### src/rtl/fifo_wr_arbiter.sv
// rtl/fifo_wr_arbiter.sv - two-requester burst round-robin arbiter for the FIFO write port
// Optional statistics counters are enabled with `define FIFO_ARB_STATS_EN.
module fifo_wr_arbiter #(
    parameter int DATA_W    = 16,
    parameter int BURST_LEN = 4,
    parameter int CNT_W     = 3
) (
    input  logic              clk_i,
    input  logic              rst_n_i,
    input  logic              req0_valid,
    input  logic [DATA_W-1:0] req0_data,
    output logic              req0_ready,
    input  logic              req1_valid,
    input  logic [DATA_W-1:0] req1_data,
    output logic              req1_ready,
    input  logic              wfull_i,
    output logic              wr_en_o,
    output logic [DATA_W:0]   wr_data_o,
`ifdef FIFO_ARB_STATS_EN
    output logic [15:0]       stat_beats0_o,
    output logic [15:0]       stat_beats1_o,
    output logic [15:0]       stat_stall_o,
`endif
    output logic [1:0]        owner_o
);

    localparam logic [1:0] ST_IDLE = 2'b00;
    localparam logic [1:0] ST_OWN0 = 2'b01;
    localparam logic [1:0] ST_OWN1 = 2'b10;

    logic [1:0]       state_q, state_d;
    logic             rr_ptr_q, rr_ptr_d;
    logic [CNT_W-1:0] burst_cnt_q, burst_cnt_d;

    logic own_idx;
    logic own_valid;
    logic other_valid;
    logic owning;
    logic accept;
    logic stall;

    always_comb begin
        own_idx     = (state_q == ST_OWN1);
        own_valid   = own_idx ? req1_valid : req0_valid;
        other_valid = own_idx ? req0_valid : req1_valid;
        owning      = (state_q == ST_OWN0) || (state_q == ST_OWN1);
        accept      = owning && own_valid && !wfull_i;
        stall       = owning && own_valid && wfull_i;
    end

    always_ff @(posedge clk_i) begin
        if (!rst_n_i) begin
            state_q     <= ST_IDLE;
            rr_ptr_q    <= 1'b0;
            burst_cnt_q <= '0;
        end else begin
            state_q     <= state_d;
            rr_ptr_q    <= rr_ptr_d;
            burst_cnt_q <= burst_cnt_d;
        end
    end

    // A stalled beat (owner valid, FIFO full) neither consumes budget nor releases the grant.
    always_comb begin
        logic             leave;
        logic [CNT_W-1:0] cnt_inc;
        state_d     = state_q;
        rr_ptr_d    = rr_ptr_q;
        burst_cnt_d = burst_cnt_q;
        leave       = 1'b0;
        cnt_inc     = burst_cnt_q + 1'b1;
        case (state_q)
            ST_IDLE: begin
                if (req0_valid || req1_valid) begin
                    if (rr_ptr_q ? req1_valid : !req0_valid) state_d = ST_OWN1;
                    else                                     state_d = ST_OWN0;
                end
            end
            ST_OWN0, ST_OWN1: begin
                if (!own_valid) begin
                    leave = 1'b1;
                end else if (accept) begin
                    burst_cnt_d = cnt_inc;
                    if (cnt_inc == CNT_W'(BURST_LEN)) leave = 1'b1;
                end
                if (leave) begin
                    rr_ptr_d    = ~own_idx;
                    burst_cnt_d = '0;
                    if (other_valid) state_d = own_idx ? ST_OWN0 : ST_OWN1;
                    else             state_d = ST_IDLE;
                end
            end
            default: begin
                state_d     = ST_IDLE;
                burst_cnt_d = '0;
            end
        endcase
    end

    always_comb begin
        req0_ready = (state_q == ST_OWN0) && req0_valid && !wfull_i;
        req1_ready = (state_q == ST_OWN1) && req1_valid && !wfull_i;
        wr_en_o    = req0_ready || req1_ready;
        if (req1_ready)      wr_data_o = {1'b1, req1_data};
        else if (req0_ready) wr_data_o = {1'b0, req0_data};
        else                 wr_data_o = '0;
        owner_o    = state_q;
    end

`ifdef FIFO_ARB_STATS_EN
    logic [15:0] beats0_q, beats0_d;
    logic [15:0] beats1_q, beats1_d;
    logic [15:0] stall_q, stall_d;

    always_comb begin
        beats0_d = beats0_q;
        beats1_d = beats1_q;
        stall_d  = stall_q;
        if (req0_ready && beats0_q != 16'hFFFF) beats0_d = beats0_q + 16'd1;
        if (req1_ready && beats1_q != 16'hFFFF) beats1_d = beats1_q + 16'd1;
        if (stall && stall_q != 16'hFFFF)       stall_d  = stall_q + 16'd1;
    end

    always_ff @(posedge clk_i) begin
        if (!rst_n_i) begin
            beats0_q <= '0;
            beats1_q <= '0;
            stall_q  <= '0;
        end else begin
            beats0_q <= beats0_d;
            beats1_q <= beats1_d;
            stall_q  <= stall_d;
        end
    end

    assign stat_beats0_o = beats0_q;
    assign stat_beats1_o = beats1_q;
    assign stat_stall_o  = stall_q;
`endif

endmodule
### config.mk
export PLATFORM = sky130hd
export DESIGN_NAME = fifo_wr_arbiter
export DESIGN_NICKNAME = d
export VERILOG_FILES = /design/src/rtl/fifo_wr_arbiter.sv
export SDC_FILE = /design/constraint.sdc
export NUM_CORES = 1
export LEC_CHECK = 0
export ABC_AREA = 1
export ABC_CLOCK_PERIOD_IN_PS = 1800
export CELL_PAD_IN_SITES_DETAIL_PLACEMENT = 1
export CELL_PAD_IN_SITES_GLOBAL_PLACEMENT = 2
export CORE_MARGIN = 2
export CORE_UTILIZATION = 14
export DETAILED_ROUTE_END_ITERATION = 7
export GPL_TIMING_DRIVEN = 1
export PLACE_DENSITY_LB_ADDON = 0.1
export SETUP_SLACK_MARGIN = 0.4
export SYNTH_ARGS = -nofsm -noshare
export SYNTH_HDL_FRONTEND = slang
export SYNTH_SLANG_ARGS = --single-unit
### constraint.sdc
create_clock -name clk_i -period 1.8 [get_ports clk_i]
set_input_delay 0.36 -clock clk_i [delete_from_list [all_inputs] [get_ports clk_i]]
set_output_delay 0.36 -clock clk_i [all_outputs]
set_load 0.005 [all_outputs]
==> flow_summary.json <==
{
  "crit_path_start_kind": "register",
  "syn_area_um2": 742,
  "power_frac_comb_pct": 70.4,
  "drtAntennaViolNets": 0,
  "p_sw_share_pct": 41.9,
  "ys_seq_area_share_pct": 16.2,
  "dp_hpwl_um": 2750,
  "clk_latency_ns": 0.22,
  "cts-root-buf": "clkbuf_8",
  "ir_worst_vdd_mv": 0.676,
  "leakage_nw": 0.841,
  "path_class": "register to output port",
  "syn_nets": 171,
  "rsz0062_at_grt": "true",
  "drc_errors": 0,
  "seqPwrFrac_pct": 16.2,
  "ys_seq_elements": 6,
  "netlist_instances": 127,
  "numCtsBuffers": 3,
  "final_core_util_pct": 33.8,
  "htree_levels": 1,
  "fmax_mhz": 548,
  "violations": "setup timing",
  "clock-sinks": 6,
  "first_pass_iters": 3,
  "layout.nets": 260,
  "clockPowerShare_pct": 13.4,
  "antenna_found_initial": 0,
  "synthToLayoutAreaGrowth_pct": 133,
  "drive_above_1_share_pct": 38.3,
  "setup_ws_ns": -0.0239,
  "yosys_warnings": 0,
  "seq_area_um2": 128,
  "power_mw": 1.48,
  "synth.avg_cell_area_um2": 5.84,
  "grt_max_degree": 12,
  "p_switching_mw": 0.620,
  "io_buffers": 58,
  "cts_tree": "built",
  "initialDrtViolationCount": 23,
  "io_pins": 59,
  "grt_pass1_wl_um": 5910,
  "drt-total-wl_um": 3490,
  "clk_pin_slew_ns": 0.04,
  "cp_data_arrival_time_ns": 1.46,
  "hp-start": "rr_ptr_q$_SDFFE_PN0P_",
  "initial_utilization_pct": 14.5,
  "die_area_um2": 5900,
  "fin_cells": 284,
  "yosysUniqueCellTypes": 21,
  "die_y_um": 76.8,
  "setup_viol": 9,
  "pre_cts_ws_ns": -0.544,
  "reg2reg_from": "owner_o[0]$_SDFFE_PN0P_",
  "grt_pass1_vias": 1218,
  "place_inst": 267,
  "grt-ovfl-total": 0,
  "hp-class": "register to register",
  "die_w_um": 76.8,
  "track_usage_pct": 12.1,
  "via_per_inst": 3.92,
  "drv_slew": 0,
  "powerDensity_nw_per_um2": 856,
  "timing.final.crit_period_ns": 1.82,
  "fin_tns_setup_ns": -0.116,
  "p_int_mw": 0.859,
  "clock_path_buffers": 2,
  "startpoint": "owner_o[0]$_SDFFE_PN0P_",
  "slew_headroom_pct": 84.7,
  "status": "complete, but fails checks",
  "vias": 1114,
  "n_fill_cell": 649,
  "skew_ns": 0.000260,
  "crit_path_max_fanout": 5,
  "diodes": 0,
  "worst_slew_pin_slew_ns": 0.229,
  "hold_viol": 0,
  "core_area_um2": 5110,
  "end_kind": "output port",
  "place_congestion": 0.766,
  "multi_input_area_um2": 627,
  "max-cap-violations": 0,
  "crit_required_ns": 1.44,
  "wl_per_cell_um": 12.3,
  "fin_crit_sh_pct": 101,
  "fp-row-count": 26
}
[through the flow]
step                cell area (um2)  hold WS [ns]
floorplan                       776         0.448
detailed placement             1540         0.482
global placement               1540         0.488
finish                         1730         0.484
CTS                            1680         0.490
global route                   1730         0.519
[final timing paths]
check                                                to  slack [ns]  depth (start not counted)
worst max-delay path                      wr_data_o[10]       -0.02                          9
worst min-delay path              rr_ptr_q$_SDFFE_PN0P_        0.48                          2
worst min register to register    rr_ptr_q$_SDFFE_PN0P_        0.48                          2
worst max register to register  owner_o[1]$_SDFFE_PN0P_        0.09                         13
[worst max-delay path: stages, from the launching register on]
cell     delay [ns]
dfxtp_4        0.35
inv_4          0.06
ha_4           0.15
nand2_8        0.05
nor2_4         0.14
buf_12         0.14
buf_6          0.11
nand2_1        0.05
o21ai_1        0.06
buf_2          0.13
[repair_timing]
| item | 4_1_cts | 5_1_grt |
|---|---|---|
| setup buffers | 8 | 4 |
| gates resized for setup | 119 | 8 |
| pin swaps | 4 | 4 |
| endpoints found under the setup margin | 28 | 26 |
| hold buffers | 0 | 0 |
| cloned | 2 | 0 |
[power by group through the flow]
stage | Combinational, mW | Clock [mW] | Sequential (mW)
after global placement | 0.893 | 0 | 0.231
after floorplan | 0.497 | 0 | 0.231
after CTS | 1.02 | 0.208 | 0.239
final | 1.04 | 0.198 | 0.240
after global routing | 1.16 | 0.216 | 0.250
after detailed placement | 0.917 | 0 | 0.231
[layout make-up]
| class | instances | share of cell area, % |
|---|---|---|
| sequential | 6 | 7.39 |
| inverter | 15 | 3.41 |
| multi-input combinational | 102 | 36.3 |
| tap | 70 | 5.07 |
| timing repair buffer | 88 | 45.4 |
| clock buffer | 3 | 2.39 |
[state kept, by name, indices dropped and copies added, names as in the netlist]
signal / cells
owner_o: 2
rr_ptr_q: 1
burst_cnt_q: 3
[cells by family after synthesis]
family                     share of synthesized area [%]
AOI/OAI and AO/OA                                   19.1
adders and majority gates                           11.8
buffers and inverters                               11.5
DFF                                                 16.2
and+or+nand+nor                                     41.5
[placed cells by master (no fill, tap or decap), types with 3 or more instances in the layout]
cell and n:
nand2_1 42, clkdlybuf4s50_1 33, buf_4 20, buf_2 19
o21ai_1 18, inv_1 11, nand2_2 10, nor2_1 8
buf_6 6, dlygate4sd2_1 5, ha_1 4, dfxtp_1 4
inv_2 3, o21ai_2 3, clkbuf_8 3
[layer usage]
layer	track usage (%)	part of all wire [%]	up-vias
li1	-	-	576
met1	13.8	43	500
met2	23.6	52	36
met3	1.76	4.4	2
met4	2.18	0.52	0
met5	0	0	-
[cell usage after synthesis]
library cell,instances,share of area (%)
o21ai_0,19,13
nand2_4,3,4.6
a21oi_1,2,1.3
nand2_1,51,26
nand3_4,1,2.4
nand3b_1,1,1.0
buf_6,1,1.5
buf_2,1,0.67
a21oi_2,1,1.2
nor2_4,1,1.5
o211ai_1,1,1.0
nand2_2,1,0.84
nor2_1,8,4.0
inv_2,1,0.51
buf_4,1,1.0
clkbuf_2,1,0.67
nand3_1,2,1.3
dfxtp_1,6,16
o21ai_1,4,2.7
inv_1,14,7.1
ha_1,7,12
Power figures use the tool's default switching activity.
==> patch (config.mk and constraints unchanged) <==
The parameter `CNT_W` goes from 3 to 5.
--- a/src/rtl/fifo_wr_arbiter.sv
+++ b/src/rtl/fifo_wr_arbiter.sv
@@ -3,7 +3,7 @@
 module fifo_wr_arbiter #(
     parameter int DATA_W    = 16,
     parameter int BURST_LEN = 4,
-    parameter int CNT_W     = 3
+    parameter int CNT_W     = 5
 ) (
     input  logic              clk_i,
     input  logic              rst_n_i,
Formal check against the unedited RTL: no difference found for any inputs over 10 cycles, from zero or initial values and one cycle with rst_n_i low; that may be too few to reach the edited logic, so the function may still have changed.
==> patch against the original RTL <==
The flow still finishes with violations (negative setup slack); utilization up 3.2 points; clock skew up 0.00073 ns; routed wire length up 18%; area after synthesis up 13%; register-to-register slack better by 0.03 ns; total power up 31%; largest cell class unchanged; sequential cell count up 2; final area up 25%; setup slack worse by 0.086 ns; critical path depth down 4.
==> patch: results (changes against the original RTL) <==
cts:
  post-cts-setup-buffers: 20  # was 8
  clock_path_buffers: 2  # unchanged
  ctsResizeCount: 132  # was 119
global_routing:
  grt_start_max_net_pins: 10  # was 12
  antenna_found_initial: 0  # unchanged
  grtUsageTotal: 0.119  # was 0.121
  grt_pass1_wl_um: 6290  # was 5910 µm
place:
  placed_cells: 297  # was 267
  gp_congestion: 0.754  # was 0.766
  dpl.hpwl_um: 2960  # was 2750 µm
  placed_area_mm2: 0.00167  # was 0.00154 mm²
setup_path:
  r2r_slack_ns: 0.12  # was 0.09 ns
  r2r-end: "rr_ptr_q"  # was owner_o[1]
  cp-endpoint: "req0_ready"  # was wr_data_o[10]
  path_max_fanout: 8  # was 5
  cp-start-kind: "register"  # unchanged
  arrival_ns: 1.55  # was 1.46 ns
  critPathMaxStageDelay_ns: 0.51  # was 0.35 ns
  r2r_cells: 12  # was 13
  cpMaxStageDelayCell: "clkdlybuf4s50_1"  # was dfxtp_4
logic_synthesis:
  yosys.cell_types.count: 20  # was 21
  postSynthCellCount: 149  # was 127
  synth_top_cells_by_area: "nand2_1 24%, dfxtp_1 19%, nand3_1 14%"  # was nand2_1 26%, dfxtp_1 16%, o21ai_0 13%
  synthTopCellsByCount: "54 x nand2_1, 23 x nand3_1, 18 x inv_1, 9 x nor2_1"  # was 51 x nand2_1, 19 x o21ai_0, 14 x inv_1, 8 x nor2_1, 7 x ha_1
  yosysSeqAreaShare: 0.190  # was 0.162
  synth_most_common_cell: "nand2_1"  # unchanged
  synthFlopType: "dfxtp_1"  # unchanged
  async_flop_share: 0  # unchanged
  syn_nets: 192  # was 171
timing:
  setup_ws_ns: -0.110  # was -0.0239 ns
  tightest_slew_ns: 0.345  # was 0.229 ns
  worst_clock_skew_ns: 0.000988  # was 0.000260 ns
  setup_viol: 17  # was 9
final_layout:
  instances_no_fill: 326  # was 284
  regMostFlops: "burst_cnt_q"  # unchanged
  diodes: 0  # unchanged
  largest_reg_flops: 5  # was 3
  drive_gt1_frac: 0.546  # was 0.383
route:
  viasPerCell: 4.15  # was 3.92
  dr.pass1.iters: 2  # was 3
  wl_per_cell_um: 12.7  # was 12.3 µm
  drt_iter0_markers: 26  # was 23
hold_path:
  hp-start: "burst_cnt_q[4]"  # was rr_ptr_q
  holdPathStages: 2  # unchanged
  hold_end: "burst_cnt_q[4]"  # was rr_ptr_q
  hold_class: "reg -> reg"  # unchanged
pwr:
  p_leak_nw: 1.01  # was 0.841 nW
  ir_drop_mv: 0.475  # was 0.676 mV
status:
  status: "complete, but fails checks"  # unchanged
  violations: "negative setup slack"  # unchanged
[patch: changes by cell type after synthesis, moves of 4 or more]
cell	unedited run	this run
o21ai_0	19	5
o21ai_1	4	0
inv_1	14	18
a21oi_1	2	8
nand3_1	2	23
[patch: kinds of logic (layout without fill, tap and decap cells)]
logic type               count (synthesis)  in the layout  share of synthesized area
AND/OR/NAND/NOR                         97             97                      0.518
flip-flops                               8              8                      0.190
AO/OA/AOI/OAI                           14             14                     0.0878
adder cells (fa/ha/maj)                  6              6                     0.0893
buffers and inverters                   24            126                      0.115
[patch: report_power, final]
group          switching (mW)  internal (mW)
Clock                  0.0746          0.145
Combinational           0.682          0.729
Sequential             0.0556          0.245
Total                   0.812           1.12
[patch: final cells by class]
class                           instances  area (µm²)
Sequential cell                         8         168
Inverter                               20        92.6
Tap cell                               75        93.8
Fill cell                             721        3690
Timing Repair inverter                  1        8.76
Multi-Input combinational cell        117         838
Timing Repair Buffer                  102         922
Clock buffer                            3        41.3
[patch: tightest hold or removal path, stage by stage (launching register included)]
cell	delay, ns
dfxtp_1	0.31
inv_1	0.08
a21oi_2	0.05
[patch: routing by layer]
metal / up-vias / routed length (µm) / track usage
met2: 38 / 2120 / 0.219
met1: 635 / 1730 / 0.139
met3: 2 / 274 / 0.0253
li1: 678 / - / -
met4: 0 / 15 / 0.0305
met5: - / 0 / 0
[patch: stage by stage]
step | setup TNS [ns] | hold WS, ns | worst slack [ns]
final | -1.19 | 0.482 | -0.110
after global routing | -3.12 | 0.497 | -0.203
after detailed placement | -11.37 | 0.470 | -0.608
after global placement | -10.75 | 0.455 | -0.573
after CTS | -1.50 | 0.478 | -0.138
after floorplan | 0 | 0.438 | 0.310
